--- src/rtl/swap_datapath_pkg.sv ---
// rtl/swap_datapath_pkg.sv - shared encodings for the swap datapath and its sequence monitor
package swap_datapath_pkg;

  typedef enum logic [1:0] {
    M_IDLE = 2'b00,
    M_S1   = 2'b01,
    M_S2   = 2'b10
  } mon_state_t;

  // Strobe vectors are packed as {H1,H2,H3,C1,C2,C3,Done}
  localparam logic [6:0] PAT_NONE = 7'b000_000_0;
  localparam logic [6:0] PAT_P1   = 7'b010_001_0;
  localparam logic [6:0] PAT_P2   = 7'b100_010_0;
  localparam logic [6:0] PAT_P3   = 7'b001_100_1;

endpackage

--- src/rtl/swap_seq_monitor.sv ---
// rtl/swap_seq_monitor.sv - watches the H/C/Done strobes for the P1,P2,P3 swap sequence
module swap_seq_monitor
  import swap_datapath_pkg::*;
#(
  parameter int CNT_W = 8
) (
  input  logic             clk,
  input  logic             reset,
  input  logic [6:0]       strobes,
  input  logic             err_clr,
  output logic             swap_done,
  output logic [CNT_W-1:0] swap_count,
  output logic             seq_err
);

  mon_state_t       r_state;
  mon_state_t       w_next;
  logic             w_done_ev;
  logic             w_err_ev;
  logic             r_swap_done;
  logic [CNT_W-1:0] r_swap_count;
  logic             r_seq_err;

  always_ff @(posedge clk) begin
    if (reset) r_state <= M_IDLE;
    else       r_state <= w_next;
  end

  always_comb begin
    w_next    = r_state;
    w_done_ev = 1'b0;
    w_err_ev  = 1'b0;
    case (r_state)
      M_IDLE: begin
        if (strobes == PAT_P1)        w_next = M_S1;
        else if (strobes != PAT_NONE) w_err_ev = 1'b1;
      end
      M_S1: begin
        if (strobes == PAT_P2) begin
          w_next = M_S2;
        end else begin
          w_next   = M_IDLE;
          w_err_ev = 1'b1;
        end
      end
      M_S2: begin
        w_next = M_IDLE;
        if (strobes == PAT_P3) w_done_ev = 1'b1;
        else                   w_err_ev  = 1'b1;
      end
      default: w_next = M_IDLE;
    endcase
  end

  // A fresh violation outranks a simultaneous clear
  always_ff @(posedge clk) begin
    if (reset) begin
      r_swap_done  <= 1'b0;
      r_swap_count <= '0;
      r_seq_err    <= 1'b0;
    end else begin
      r_swap_done <= w_done_ev;
      if (w_done_ev && (r_swap_count != {CNT_W{1'b1}}))
        r_swap_count <= r_swap_count + 1'b1;
      r_seq_err <= w_err_ev | (r_seq_err & ~err_clr);
    end
  end

  assign swap_done  = r_swap_done;
  assign swap_count = r_swap_count;
  assign seq_err    = r_seq_err;

endmodule

--- src/rtl/swap_datapath.sv ---
// rtl/swap_datapath.sv - three-register bus datapath driven by the swap controller strobes
module swap_datapath
  import swap_datapath_pkg::*;
#(
  parameter int WIDTH = 8,
  parameter int CNT_W = 8
) (
  input  logic             clk,
  input  logic             reset,
  input  logic             H1,
  input  logic             H2,
  input  logic             H3,
  input  logic             C1,
  input  logic             C2,
  input  logic             C3,
  input  logic             Done,
  input  logic             ld_en,
  input  logic [1:0]       ld_sel,
  input  logic [WIDTH-1:0] ld_data,
  input  logic             err_clr,
  output logic [WIDTH-1:0] r1,
  output logic [WIDTH-1:0] r2,
  output logic [WIDTH-1:0] r3,
  output logic [WIDTH-1:0] bus,
  output logic             swap_done,
  output logic [CNT_W-1:0] swap_count,
  output logic             conflict_err,
  output logic             seq_err,
  output logic             ld_drop
);

  logic [6:0]       w_strobes;
  logic [1:0]       w_h_cnt;
  logic             w_one_h;
  logic             w_any_c;
  logic             w_conflict;
  logic             w_ld_req;
  logic             w_ld_ok;
  logic             w_ld_drop_ev;
  logic [WIDTH-1:0] w_bus;
  logic [WIDTH-1:0] r_r1;
  logic [WIDTH-1:0] r_r2;
  logic [WIDTH-1:0] r_r3;
  logic             r_conflict_err;
  logic             r_ld_drop;

  assign w_strobes    = {H1, H2, H3, C1, C2, C3, Done};
  assign w_h_cnt      = {1'b0, H1} + {1'b0, H2} + {1'b0, H3};
  assign w_one_h      = (w_h_cnt == 2'd1);
  assign w_any_c      = C1 | C2 | C3;
  assign w_conflict   = (w_h_cnt > 2'd1) | (w_any_c & (w_h_cnt == 2'd0));
  assign w_ld_req     = ld_en & (ld_sel != 2'd0);
  assign w_ld_ok      = w_ld_req & ~(|w_strobes);
  assign w_ld_drop_ev = w_ld_req & (|w_strobes);

  always_comb begin
    w_bus = '0;
    if (w_one_h) begin
      if (H1)      w_bus = r_r1;
      else if (H2) w_bus = r_r2;
      else         w_bus = r_r3;
    end
  end

  // Host loads only happen with every strobe low, so they never race a capture
  always_ff @(posedge clk) begin
    if (reset) begin
      r_r1 <= '0;
      r_r2 <= '0;
      r_r3 <= '0;
    end else if (w_one_h) begin
      if (C1) r_r1 <= w_bus;
      if (C2) r_r2 <= w_bus;
      if (C3) r_r3 <= w_bus;
    end else if (w_ld_ok) begin
      case (ld_sel)
        2'd1:    r_r1 <= ld_data;
        2'd2:    r_r2 <= ld_data;
        2'd3:    r_r3 <= ld_data;
        default: ;
      endcase
    end
  end

  always_ff @(posedge clk) begin
    if (reset) begin
      r_conflict_err <= 1'b0;
      r_ld_drop      <= 1'b0;
    end else begin
      r_conflict_err <= w_conflict   | (r_conflict_err & ~err_clr);
      r_ld_drop      <= w_ld_drop_ev | (r_ld_drop      & ~err_clr);
    end
  end

  swap_seq_monitor #(
    .CNT_W (CNT_W)
  ) u_mon (
    .clk        (clk),
    .reset      (reset),
    .strobes    (w_strobes),
    .err_clr    (err_clr),
    .swap_done  (swap_done),
    .swap_count (swap_count),
    .seq_err    (seq_err)
  );

  assign r1           = r_r1;
  assign r2           = r_r2;
  assign r3           = r_r3;
  assign bus          = w_bus;
  assign conflict_err = r_conflict_err;
  assign ld_drop      = r_ld_drop;

endmodule

--- config.mk ---
export PLATFORM = sky130hd
export DESIGN_NAME = swap_datapath
export DESIGN_NICKNAME = d
export VERILOG_FILES = /design/src/rtl/swap_datapath_pkg.sv /design/src/rtl/swap_seq_monitor.sv /design/src/rtl/swap_datapath.sv
export SDC_FILE = /design/constraint.sdc
export NUM_CORES = 1
export LEC_CHECK = 0
export ABC_AREA = 1
export BUFFER_PORTS_ARGS = -buffer_cell sky130_fd_sc_hd__buf_2
export CAP_MARGIN = 10
export CORE_MARGIN = 2
export CORE_UTILIZATION = 54
export CTS_BUF_LIST = sky130_fd_sc_hd__clkbuf_4
export DETAILED_ROUTE_END_ITERATION = 10
export GPL_ROUTABILITY_DRIVEN = 0
export MAX_ROUTING_LAYER = met4
export PLACE_DENSITY = 0.84
export REMOVE_ABC_BUFFERS = 1
export SLEW_MARGIN = 5
export SYNTH_ARGS = -nofsm -noshare
export SYNTH_HDL_FRONTEND = slang
export SYNTH_SLANG_ARGS = --single-unit
--- constraint.sdc ---
create_clock -name clk -period 2.1 [get_ports clk]
set_input_delay 0 -clock clk [delete_from_list [all_inputs] [get_ports clk]]
set_output_delay 0 -clock clk [all_outputs]
set_load 0.01 [all_outputs]
Word-level counts from Yosys, hierarchy flattened
Index checks and enable logic that the tools add are counted.

Output and inout bits: 44. Word-level logic and storage cells: 80. Flip-flop bits (word level): 38.

Mux-type cells: 25. Reduce and logical (&&, ||, !) cells: 13. $add $sub $neg: 3. Eq/ne operators: 14. Bitwise logic cells: 15. $lt $le $gt $ge: 1.

Operators with widths (number): $mux 8 (15); $reduce_bool 2->1 (5); $reduce_and 3->1 (3); $add 8x1->8 const B (1); $ne 8x8->1 const B (1); $and 1x1->1 (7); $eq 7x5->1 const B (1); $eq 7x6->1 const B (1); $eq 7x7->1 const B (1); $reduce_bool 7->1 (1); $reduce_or 7->1 (1); $eq 2x1->1 const B (3); $eq 2x2->1 const B (3); $mux 1 (6); $ne 2x2->1 const B (3); $or 1x1->1 (6); $logic_not 2->1 (2); $mux 2 (2); $pmux 2 s2 (1); $pmux 1 s3 (1); $add 1x1->2 (1); $add 2x1->2 (1); $gt 2x1->1 const B (1); $ne 2x1->1 const B (1); other kinds (2) (3).

Depth between registers and ports, before layout
Gate-level depths: netlist (run 1).

Depth in word-level cells: 6. Mapped depth: 13. Depth with buffers taken out: 11.

Modules after synthesis
Synthesis (run 1) repeated with hierarchy kept, for this count alone.

Cell total of the unflattened synthesis: 366. Area total of the unflattened synthesis: 2406.1 um^2.

Modules (own cells, without submodules): swap_datapath (sequential area each 520.5 um^2, area each 1681.6 um^2, cells an instance 252, times used 1); swap_seq_monitor (sequential area each 240.2 um^2, area each 724.4 um^2, cells an instance 114, times used 1).

Worst setup path before layout (run 1)
No wires, ideal clock.

Path kind: input-to-reg. From: input port H1. To: register r_r1[4], in the netlist r1[4]. Slack: 0.508 ns. Library setup time: 0.112 ns. Data arrival time: 1.480 ns. Stages on the path: 12. Data required time: 1.988 ns. Path through: buf_6 -> clkinv_2 -> fa_1 -> inv_1 -> nand2_2 -> inv_2 -> nor2_1 -> nand3_4 -> nand2_2 -> inv_2 -> nor2_1 -> nor2_1.

Word-level cells in the longest chain between the ends: 6. Elaborated cells on any way between the ends: 14. Classes of those cells: add/sub (2); eq/ne (2); mux (4); bitwise (2); reduce/logical (4).

RTL lines: from (decl) (RTL line swap_datapath.sv:10) `input logic H1,`; $add 1x1->2 (RTL line swap_datapath.sv:48) `assign w_h_cnt = {1'b0, H1} + {1'b0, H2} + {1'b0, H3};`; $add 2x1->2 (RTL line swap_datapath.sv:48); $eq 2x1->1 (RTL line swap_datapath.sv:49) `assign w_one_h = (w_h_cnt == 2'd1);`; $mux 8 (RTL line swap_datapath.sv:58) `if (w_one_h) begin`; $mux 8 (RTL line swap_datapath.sv:72) `if (C1) r_r1 <= w_bus;`; $mux 8 (RTL line swap_datapath.sv:71) `end else if (w_one_h) begin`; to (signal assigned) (RTL line swap_datapath.sv:72); to (signal assigned) (RTL line swap_datapath.sv:77) `2'd1: r_r1 <= ld_data;`; to (decl) (RTL line swap_datapath.sv:41) `logic [WIDTH-1:0] r_r1;`.

Parallel ways exist; a longest one is shown, timed or not. The select of a mux whose other input is x is not followed. A chain may end at the register's enable or synchronous reset.

Worst setup path after layout (run 1)
From: input port H3. To: register r_r1[7], in the netlist r1[7].

Word-level cells in the longest chain between the ends: 5. Elaborated cells on any way between the ends: 12. Classes of those cells: add/sub (1); eq/ne (2); mux (3); bitwise (2); reduce/logical (4).

RTL lines: from (decl) (RTL line swap_datapath.sv:12) `input logic H3,`; $add 2x1->2 / $reduce_or 7->1 (equally long branches) (RTL line swap_datapath.sv:48, swap_datapath.sv:53); $eq 2x1->1 / $not 1->1 (equally long branches) (RTL line swap_datapath.sv:49, swap_datapath.sv:53); $mux 8 / $and 1x1->1 (equally long branches) (RTL line swap_datapath.sv:58, swap_datapath.sv:53); $mux 8 / $reduce_bool 2->1 (equally long branches); $mux 8 / $reduce_and 3->1 (equally long branches).

Parallel ways exist; a longest one is shown, timed or not. The select of a mux whose other input is x is not followed.

==> flow_metrics.py, run 1 <==
metrics = {
    "sta": {
        "hold_viol": 0,
        "min_period_ns": 1.99,
        "max_freq_mhz": 503,
        "tightest_slew_ns": 0.419,
        "slew_viol_final": 0,
        "grt_setup_unrepaired": "no",
        "slew-limit-headroom_pct": 72.0,
        "post-route-period-util_pct": 94.7,
        "finClkSkew_ns": 0.0120,
        "tns_ns": 0,
        "setup_viol": 0,
    },
    "cts": {
        "path_clk_slew_ns": 0.12,
        "cts_tree": "yes",
        "cts_buffers": 5,
        "cts_buffer_depth": 2,
        "htreeDepth": 2,
        "insertion_delay_ns": 0.35,
        "clock-sinks": 38,
        "cts_root_buffer": "clkbuf_4",
        "cts_resized": 0,
    },
    "finish": {
        "nets": 455,
        "seqCellArea_um2": 761,
        "layout-drive-gt1-share_pct": 22.2,
        "multi_input_area_um2": 1220,
        "fin_util_pct": 67.7,
        "fill_cells": 375,
        "syn2layout_area_growth_pct": 20.8,
        "num_antenna_cells": 0,
    },
    "drt": {
        "final_antenna_net_count": 0,
        "drcViolationCount": 0,
        "wl_mm": 5.76,
        "vias": 2399,
        "drt_pass1_iterations": 4,
        "drt_iter0_drc": 121,
        "avgViaCountPerCell": 4.97,
        "wire_per_inst_um": 11.9,
    },
    "critical_path": {
        "cp.arrival_ns": 2.23,
        "worst_r2r_path_depth": 7,
        "crit_required_ns": 2.34,
        "cp-end-kind": "flop",
        "rrSetupSlack_ns": 0.54,
        "critical_path_buf_inv_count": 6,
        "cp_top_family": "buffers and inverters",
        "setup.worst_path.start_class": "primary input",
        "reg2reg_to": "u_mon.swap_count[5]",
        "path_cells": "dlygate4sd3_1 > buf_2 > inv_1 > fa_1 > inv_1 > nand2_2 > inv_2 > nand2_1 > nand2_2 > inv_2 > nor2_1 > nor2_1",
        "critPathMaxFanout": 10,
        "path_class": "primary input to flop",
        "r2r_start": "u_mon.swap_count[0]",
        "slowest_delay_ns": 0.54,
        "slowest_stage": "dlygate4sd3_1",
    },
    "synth": {
        "synth_edf_count": 0,
        "synth_simple_gate_area_share_pct": 43.5,
        "async_flop_share_pct": 0,
        "syn_inst": 360,
        "synth_most_common_cell": "nand2_1",
        "synth_area_um2": 2240,
        "synth.area.top_cells": "dfxtp_1 (34%), nand2_1 (18%), nor2_1 (9.9%)",
        "synth_top_family_by_area": "simple AND/OR/NAND/NOR gates",
        "synth.mux.area_fraction_pct": 0,
        "synthAdderAreaFrac_pct": 1.45,
        "yosysUniqueCellTypes": 31,
        "synth_compound_area_share_pct": 8.15,
        "synthXorXnorAreaFrac_pct": 1.56,
        "yosys_warnings": 0,
        "synth_flop_cell": "dfxtp_1",
        "syn_avg_cell_area_um2": 6.22,
        "yosysTopAreaCell": "dfxtp_1",
        "synth_top_area_share_pct": 33.9,
        "yosys-top-cells-count": "nand2_1 (107), nor2_1 (59), inv_1 (50)",
        "seq_area_frac_synth_pct": 33.9,
        "synth_seq_cells": 38,
    },
    "pwr": {
        "seqPwrFrac_pct": 50.8,
        "switching_share_pct": 32.8,
        "p_comb_share_pct": 24.4,
        "ir_drop_v": 0.000404,
        "pwr_density_cell_nw_per_um2": 573,
        "p_sw_mw": 0.509,
        "leakage_nw": 1.51,
        "clkPwrFrac_pct": 24.8,
        "p_int_mw": 1.04,
    },
    "grt": {
        "grt_antenna_before_repair": 0,
        "grt_first_pass_wirelength_mm": 9.46,
        "gr-total-overflow": 0,
        "grt_max_degree": 26,
        "grt_pass1_vias": 2250,
        "grt_util_all_layers_pct": 27.5,
    },
    "status": {
        "status": "completed",
    },
    "floorplan": {
        "die_w_um": 68.4,
        "start_util_pct": 56.0,
        "design.core.area_um2": 4000,
        "design.die.area_um2": 4680,
        "ios": 65,
        "std_cell_rows": 23,
        "die_h_um": 68.4,
    },
    "min_path": {
        "hp-start": "C3",
        "hold_class": "primary input to flop",
        "hold_end": "u_mon.r_state[0]",
        "whs_path_depth": 5,
    },
    "place": {
        "portBuffers": 64,
        "hpwl_mm": 4.31,
    },
    "job": {
        "cap_viol_max_count": 0,
    },
}
cell usage in the layout (no fill, tap or decap), types with 2 or more instances in the layout:
| master | synthesis | routed |
|---|---|---|
| o21ai_1 | 4 | 4 |
| buf_4 | 1 | 4 |
| nand2_1 | 107 | 107 |
| nand3_1 | 25 | 25 |
| clkinv_1 | 1 | 2 |
| dfxtp_1 | 38 | 38 |
| and2_1 | 4 | 4 |
| nand2_2 | 4 | 4 |
| dlygate4sd3_1 | 0 | 4 |
| nor2_4 | 2 | 2 |
| nand3_4 | 3 | 3 |
| buf_2 | 2 | 64 |
| a21oi_1 | 26 | 26 |
| nor2_1 | 59 | 59 |
| nor4_1 | 2 | 2 |
| clkinv_2 | 1 | 2 |
| nand4_1 | 3 | 3 |
| o21ai_0 | 5 | 5 |
| inv_1 | 50 | 50 |
| nand2_4 | 2 | 2 |
| inv_2 | 5 | 5 |
| xor2_1 | 3 | 3 |
| clkbuf_4 | 0 | 6 |
| nor2_2 | 2 | 2 |
power groups by stage:
stage / registers (mW) / clock network (mW) / logic [mW]
final: 0.789 / 0.385 / 0.378
after global routing: 0.794 / 0.425 / 0.426
after CTS: 0.789 / 0.393 / 0.377
after detailed placement: 0.805 / 0 / 0.368
after global placement: 0.804 / 0 / 0.360
after floorplan: 0.822 / 0 / 0.205
kinds of logic (layout without fill, tap and decap cells):
| family | Yosys count | after routing |
|---|---|---|
| xor+xnor | 4 | 4 |
| flops | 38 | 38 |
| fa+ha+maj | 2 | 2 |
| compound gates | 36 | 36 |
| buf+inv | 64 | 137 |
| simple gates | 216 | 216 |
metrics by stage:
step                std cells  hold slack, ns  setup slack [ns]  power [mW]  instance area (um2)
floorplan                 353          0.0691             0.499        1.03                 2200
global placement          471           0.303             0.289        1.16                 2610
detailed placement        471           0.306             0.251        1.17                 2610
CTS                       483          0.0163             0.141        1.56                 2710
global route              483          0.0412            0.0333        1.64                 2710
finish                    483          0.0257             0.111        1.55                 2710
layer usage:
metal	track usage [%]	routed length [um]	vias up	share of wire, %
met5	-	0	-	0
met4	6.50	56	0	0.97
met3	5.10	359	8	6.2
met2	50.7	2940	80	51
met1	30.3	2410	1069	42
li1	-	-	1242	-
what timing repair did:
item                                   CTS  global route
hold buffers                             4             0
setup buffers                            0             0
endpoints found under the hold margin    5             0
tightest hold or removal path, delay by kind of cell:
kind / cells / cell delay [ns]
buffers and inverters: 1 / 0.12
and+or+nand+nor: 4 / 0.22
cell type report:
cell class                      count  area share [%]
Clock buffer                        6            1.66
Clock inverter                      2           0.323
Inverter                           57            7.95
Multi-Input combinational cell    258            45.2
Sequential cell                    38            28.1
Tap cell                           50            2.31
Timing Repair Buffer               72            14.4
registers in the layout (all words and copies together), names as in the netlist:
name and flops:
u_mon.seq_err 1, conflict_err 1, u_mon.r_state 2, u_mon.swap_done 1, u_mon.swap_count 8, r2 8, ld_drop 1, r3 8
r1 8
how the worst max path moves through the flow:
stage	depth (start not counted)	end	slack [ns]	from
final	12	r1[7]	0.11	H3
after global routing	12	r1[7]	0.03	H3
after CTS	12	r1[7]	0.14	H3
after detailed placement	11	r1[7]	0.25	H1
after global placement	11	r1[6]	0.29	H1
after floorplan	11	r2[0]	0.50	H1
(Power assumes the default switching activity.)
==> run 2: changes to the inputs <==
CORE_UTILIZATION = 58   (was 54)
PLACE_DENSITY = 0.89   (was 0.84)
clock period = 2.46 ns   (was 2.1 ns; I/O delays follow)
==> flow_metrics.py, run 2 (same netlist as run 1, synthesis figures left out) <==
metrics = {
    "status": {
        "status": "completed",
    },
    "cts": {
        "cts_tree": "yes",
        "insertion_delay_ns": 0.34,
        "ctsHoldBuffers": 3,
        "htreeDepth": 2,
        "cts_buffers": 5,
        "path_clk_slew_ns": 0.11,
        "cts_buffer_depth": 2,
        "clock-sinks": 38,
        "cts_resized": 0,
        "post_cts_buffers": 0,
        "cts_root_buffer": "clkbuf_4",
    },
    "finish": {
        "nets": 452,
        "syn2layout_area_growth_pct": 19.5,
        "layout-drive-gt1-share_pct": 21.9,
        "finalNonFillerCells": 477,
        "layout_commonest_cell": "nand2_1",
        "num_antenna_cells": 0,
        "fin_util_pct": 72.6,
        "fill_cells": 355,
        "final_cell_mix": "nand2_1 (107), buf_2 (64), nor2_1 (59), inv_1 (50), dfxtp_1 (38)",
    },
    "pwr": {
        "p_comb_share_pct": 23.7,
        "p_sw_mw": 0.415,
        "seqPwrFrac_pct": 51.3,
        "clkPwrFrac_pct": 25.0,
        "p_int_mw": 0.897,
        "finalPower_mw": 1.31,
        "switching_share_pct": 31.6,
        "pwr_density_cell_nw_per_um2": 490,
        "leakage_nw": 1.49,
        "ir_drop_v": 0.000374,
    },
    "place": {
        "place_inst": 467,
        "portBuffers": 64,
        "hpwl_mm": 4.04,
    },
    "grt": {
        "grt_util_all_layers_pct": 27.0,
        "gr-total-overflow": 0,
        "grt_max_degree": 26,
        "grt_pass1_vias": 2147,
        "grt_first_pass_wirelength_mm": 9.18,
        "grt_antenna_before_repair": 0,
    },
    "floorplan": {
        "die_w_um": 66.2,
        "design.core.area_um2": 3690,
        "design.die.area_um2": 4380,
        "std_cell_rows": 22,
        "start_util_pct": 60.8,
        "ios": 65,
        "die_h_um": 66.2,
    },
    "sta": {
        "tns_ns": 0,
        "hold_slack_ns": 0.0254,
        "min_period_ns": 1.93,
        "grt_setup_unrepaired": "no",
        "max_freq_mhz": 519,
        "tightest_slew_ns": 0.716,
        "finClkSkew_ns": 0.00765,
        "slew-limit-headroom_pct": 52.0,
        "post-route-period-util_pct": 78.4,
        "slew_viol_final": 0,
        "setup_viol": 0,
        "hold_viol": 0,
    },
    "critical_path": {
        "setup.worst_path.start_class": "primary input",
        "cp.arrival_ns": 2.16,
        "path_class": "primary input to flop",
        "critPathMaxFanout": 10,
        "cp-end-kind": "flop",
        "crit_required_ns": 2.69,
    },
    "drt": {
        "drcViolationCount": 0,
        "final_antenna_net_count": 0,
        "wl_mm": 5.40,
        "avgViaCountPerCell": 5.05,
        "vias": 2410,
        "wire_per_inst_um": 11.3,
        "drt_pass1_iterations": 4,
        "drt_iter0_drc": 121,
    },
    "min_path": {
        "hold_class": "primary input to flop",
    },
    "job": {
        "cap_viol_max_count": 0,
    },
}
-- run 2: changes by cell type in the layout (fill, tap and decap cells not counted) --
cell / previous run / this run
buf_4: 4 / 2
clkinv_1: 2 / 1
dlygate4sd3_1: 4 / 3
clkbuf_4: 6 / 7
clkinv_2: 2 / 1
-- run 2: routing by layer --
layer / global-route usage (%) / part of all wire [%] / up-vias
met1: 32.7 / 44 / 1077
met2: 46.1 / 48 / 80
met3: 5.11 / 7.0 / 10
li1: - / - / 1243
met4: 7.14 / 1.2 / 0
met5: - / 0 / -
-- run 2: worst max-delay path: stages --
cell           delay [ns]
dlygate4sd3_1        0.54
buf_2                0.14
inv_1                0.08
fa_1                 0.41
inv_1                0.08
nand2_2              0.06
inv_2                0.15
nand2_1              0.27
nand2_2              0.22
inv_2                0.08
nor2_1               0.10
nor2_1               0.05
-- run 2: stage by stage --
step / area [um2] / setup WS, ns
2_1_floorplan: 2200 / 0.859
3_3_place_gp: 2600 / 0.562
3_5_place_dp: 2600 / 0.507
4_1_cts: 2680 / 0.555
5_1_grt: 2680 / 0.414
6_report: 2680 / 0.532
-- run 2: power by group through the flow --
stage                     sequential, mW  clock [mW]  combinational, mW
after floorplan                    0.702           0              0.175
after global placement             0.687           0              0.302
after detailed placement           0.687           0              0.307
after CTS                          0.674       0.335              0.312
after global routing               0.678       0.364              0.352
final                              0.674       0.328              0.311
-- run 2: final timing paths --
kind | slack, ns | from | depth (start not counted) | end
hold / removal | 0.03 | ld_data[5] | 5 | r1[5]
hold reg to reg | 0.47 | ld_drop | 2 | ld_drop
setup reg to reg | 0.91 | u_mon.swap_count[0] | 7 | u_mon.swap_count[7]
setup / recovery | 0.53 | H3 | 12 | r1[6]
-- run 2: area by class of cell --
cell class	instances	area (um2)	share of cell area, %
multi-input cells	258	1220	45.7
repair buffers	69	365	13.6
clock buffers	7	52.6	1.96
flip-flops and latches	38	761	28.4
inverters	57	215	8.03
well taps	48	60.1	2.24
==> run 3: changes to the inputs <==
CORE_UTILIZATION = 48   (was 58)
PLACE_DENSITY = 0.79   (was 0.89)
clock period = 1.7 ns   (was 2.46 ns; I/O delays follow)
==> flow_metrics.py, run 3 (same netlist as run 1, synthesis figures left out) <==
metrics = {
    "critical_path": {
        "path_class": "flop to flop",
        "cp.arrival_ns": 1.75,
        "rrSetupSlack_ns": 0.22,
        "r2r_start": "u_mon.swap_count[0]",
        "cp-end-kind": "flop",
        "critPathLaunch": "u_mon.swap_count[0]",
        "cp_top_family": "simple AND/OR/NAND/NOR gates",
        "crit_required_ns": 1.97,
        "slowest_stage": "dfxtp_1",
        "crit_top_cell": "nand2_1",
        "reg2reg_to": "u_mon.swap_count[2]",
        "slowest_delay_ns": 0.40,
        "worst_r2r_path_depth": 7,
        "setup.worst_path.start_class": "flop",
        "path_cells": "ha_1 > inv_1 > nor2_1 > nand2_1 > nand4_1 > nand2_1 > a21oi_1",
        "critical_path_buf_inv_count": 1,
        "critPathMaxFanout": 8,
    },
    "grt": {
        "grt_max_degree": 25,
        "gr-total-overflow": 0,
        "grt_antenna_before_repair": 0,
        "grt_first_pass_wirelength_mm": 9.27,
        "grt_pass1_vias": 2163,
        "grt_util_all_layers_pct": 22.9,
    },
    "cts": {
        "cts_buffer_depth": 2,
        "path_clk_slew_ns": 0.11,
        "cts_resized": 0,
        "cts_tree": "yes",
        "ctsHoldBuffers": 3,
        "cts_root_buffer": "clkbuf_4",
        "clock-sinks": 38,
        "cts_buffers": 5,
        "post_cts_buffers": 0,
        "insertion_delay_ns": 0.35,
        "htreeDepth": 2,
    },
    "sta": {
        "min_period_ns": 1.48,
        "hold_slack_ns": 0.0247,
        "tns_ns": 0,
        "finClkSkew_ns": 0.0137,
        "grt_setup_unrepaired": "no",
        "tightest_slew_ns": 0.375,
        "max_freq_mhz": 675,
        "setup_viol": 0,
        "post-route-period-util_pct": 87.1,
        "slew-limit-headroom_pct": 74.9,
        "slew_viol_final": 0,
        "hold_viol": 0,
    },
    "place": {
        "place_inst": 478,
        "post_dp_cell_area_um2": 2670,
        "hpwl_mm": 4.17,
        "portBuffers": 64,
    },
    "finish": {
        "finalNonFillerCells": 489,
        "fill_cells": 437,
        "final_cell_mix": "nand2_1 (107), buf_2 (64), nor2_1 (59), inv_1 (50), dfxtp_1 (38)",
        "nets": 459,
        "final_area_um2": 2750,
        "layout_commonest_cell": "nand2_1",
        "seqCellArea_um2": 761,
        "layout-drive-gt1-share_pct": 23.1,
        "multi_input_area_um2": 1220,
        "syn2layout_area_growth_pct": 22.7,
        "num_antenna_cells": 0,
    },
    "status": {
        "status": "completed",
    },
    "pwr": {
        "finalPower_mw": 1.92,
        "switching_share_pct": 32.1,
        "seqPwrFrac_pct": 50.8,
        "p_sw_mw": 0.615,
        "p_comb_share_pct": 24.9,
        "p_int_mw": 1.30,
        "ir_drop_v": 0.000378,
        "pwr_density_cell_nw_per_um2": 697,
        "clkPwrFrac_pct": 24.3,
        "leakage_nw": 1.53,
    },
    "floorplan": {
        "std_cell_rows": 24,
        "design.die.area_um2": 5230,
        "design.core.area_um2": 4410,
        "die_w_um": 72.3,
        "die_h_um": 72.3,
        "start_util_pct": 50.8,
        "ios": 65,
    },
    "drt": {
        "vias": 2370,
        "drt_pass1_iterations": 5,
        "final_antenna_net_count": 0,
        "avgViaCountPerCell": 4.85,
        "wl_mm": 5.48,
        "drt_iter0_drc": 99,
        "drcViolationCount": 0,
        "wire_per_inst_um": 11.2,
    },
    "min_path": {
        "hold_class": "primary input to flop",
        "hp-start": "ld_data[4]",
        "hold_end": "r1[4]",
        "whs_path_depth": 5,
    },
    "job": {
        "cap_viol_max_count": 0,
    },
}
## run 3: changes by cell type in the layout (fill, tap and decap cells not counted)
| cell | delta |
|---|---|
| clkinv_2 | +1 |
| buf_12 | +1 |
| clkinv_1 | +1 |
| buf_4 | +6 |
| clkbuf_4 | -1 |
## run 3: power by group through the flow
| stage | clock network (mW) | registers (mW) | logic (mW) |
|---|---|---|---|
| 6_report | 0.466 | 0.974 | 0.477 |
| 5_1_grt | 0.518 | 0.980 | 0.536 |
| 4_1_cts | 0.475 | 0.974 | 0.478 |
| 3_5_place_dp | 0 | 0.994 | 0.471 |
| 3_3_place_gp | 0 | 0.993 | 0.465 |
| 2_1_floorplan | 0 | 1.02 | 0.253 |
## run 3: worst max path at each step
stage,slack (ns),endpoint,cells past startpoint
after CTS,0.20,u_mon.swap_count[2],7
final,0.22,u_mon.swap_count[2],7
after global placement,-0.009,r1[6],12
after global routing,0.02,u_mon.swap_count[1],7
after detailed placement,-0.02,r1[5],12
after floorplan,0.1,r3[0],11
## run 3: layer usage
layer / global-route usage [%] / share of wire (%) / wire [um]
met5: - / 0 / 0
met4: 7.76 / 1.5 / 84
met3: 4.72 / 5.8 / 316
met2: 37.4 / 48 / 2650
met1: 28.2 / 44 / 2430
## run 3: metrics by stage
| step | setup slack, ns | utilization (%) |
|---|---|---|
| finish | 0.219 | 62.3 |
| global route | 0.0176 | 62.3 |
| CTS | 0.202 | 62.3 |
| detailed placement | -0.0241 | 60.4 |
| global placement | -0.00942 | 60.4 |
| floorplan | 0.0995 | - |
## run 3: cell type report
class	count	area share [%]
multi-input cells	258	44.5
flip-flops and latches	38	27.7
repair buffers	76	15.7
inverters	57	7.83
well taps	52	2.37
clock buffers	6	1.64
clock inverters	2	0.318
## run 3: worst min-delay path, cell delays in order
cell	delay, ns
buf_2	0.07
nand2_1	0.04
nand2_1	0.10
nor2_1	0.06
nor2_1	0.07
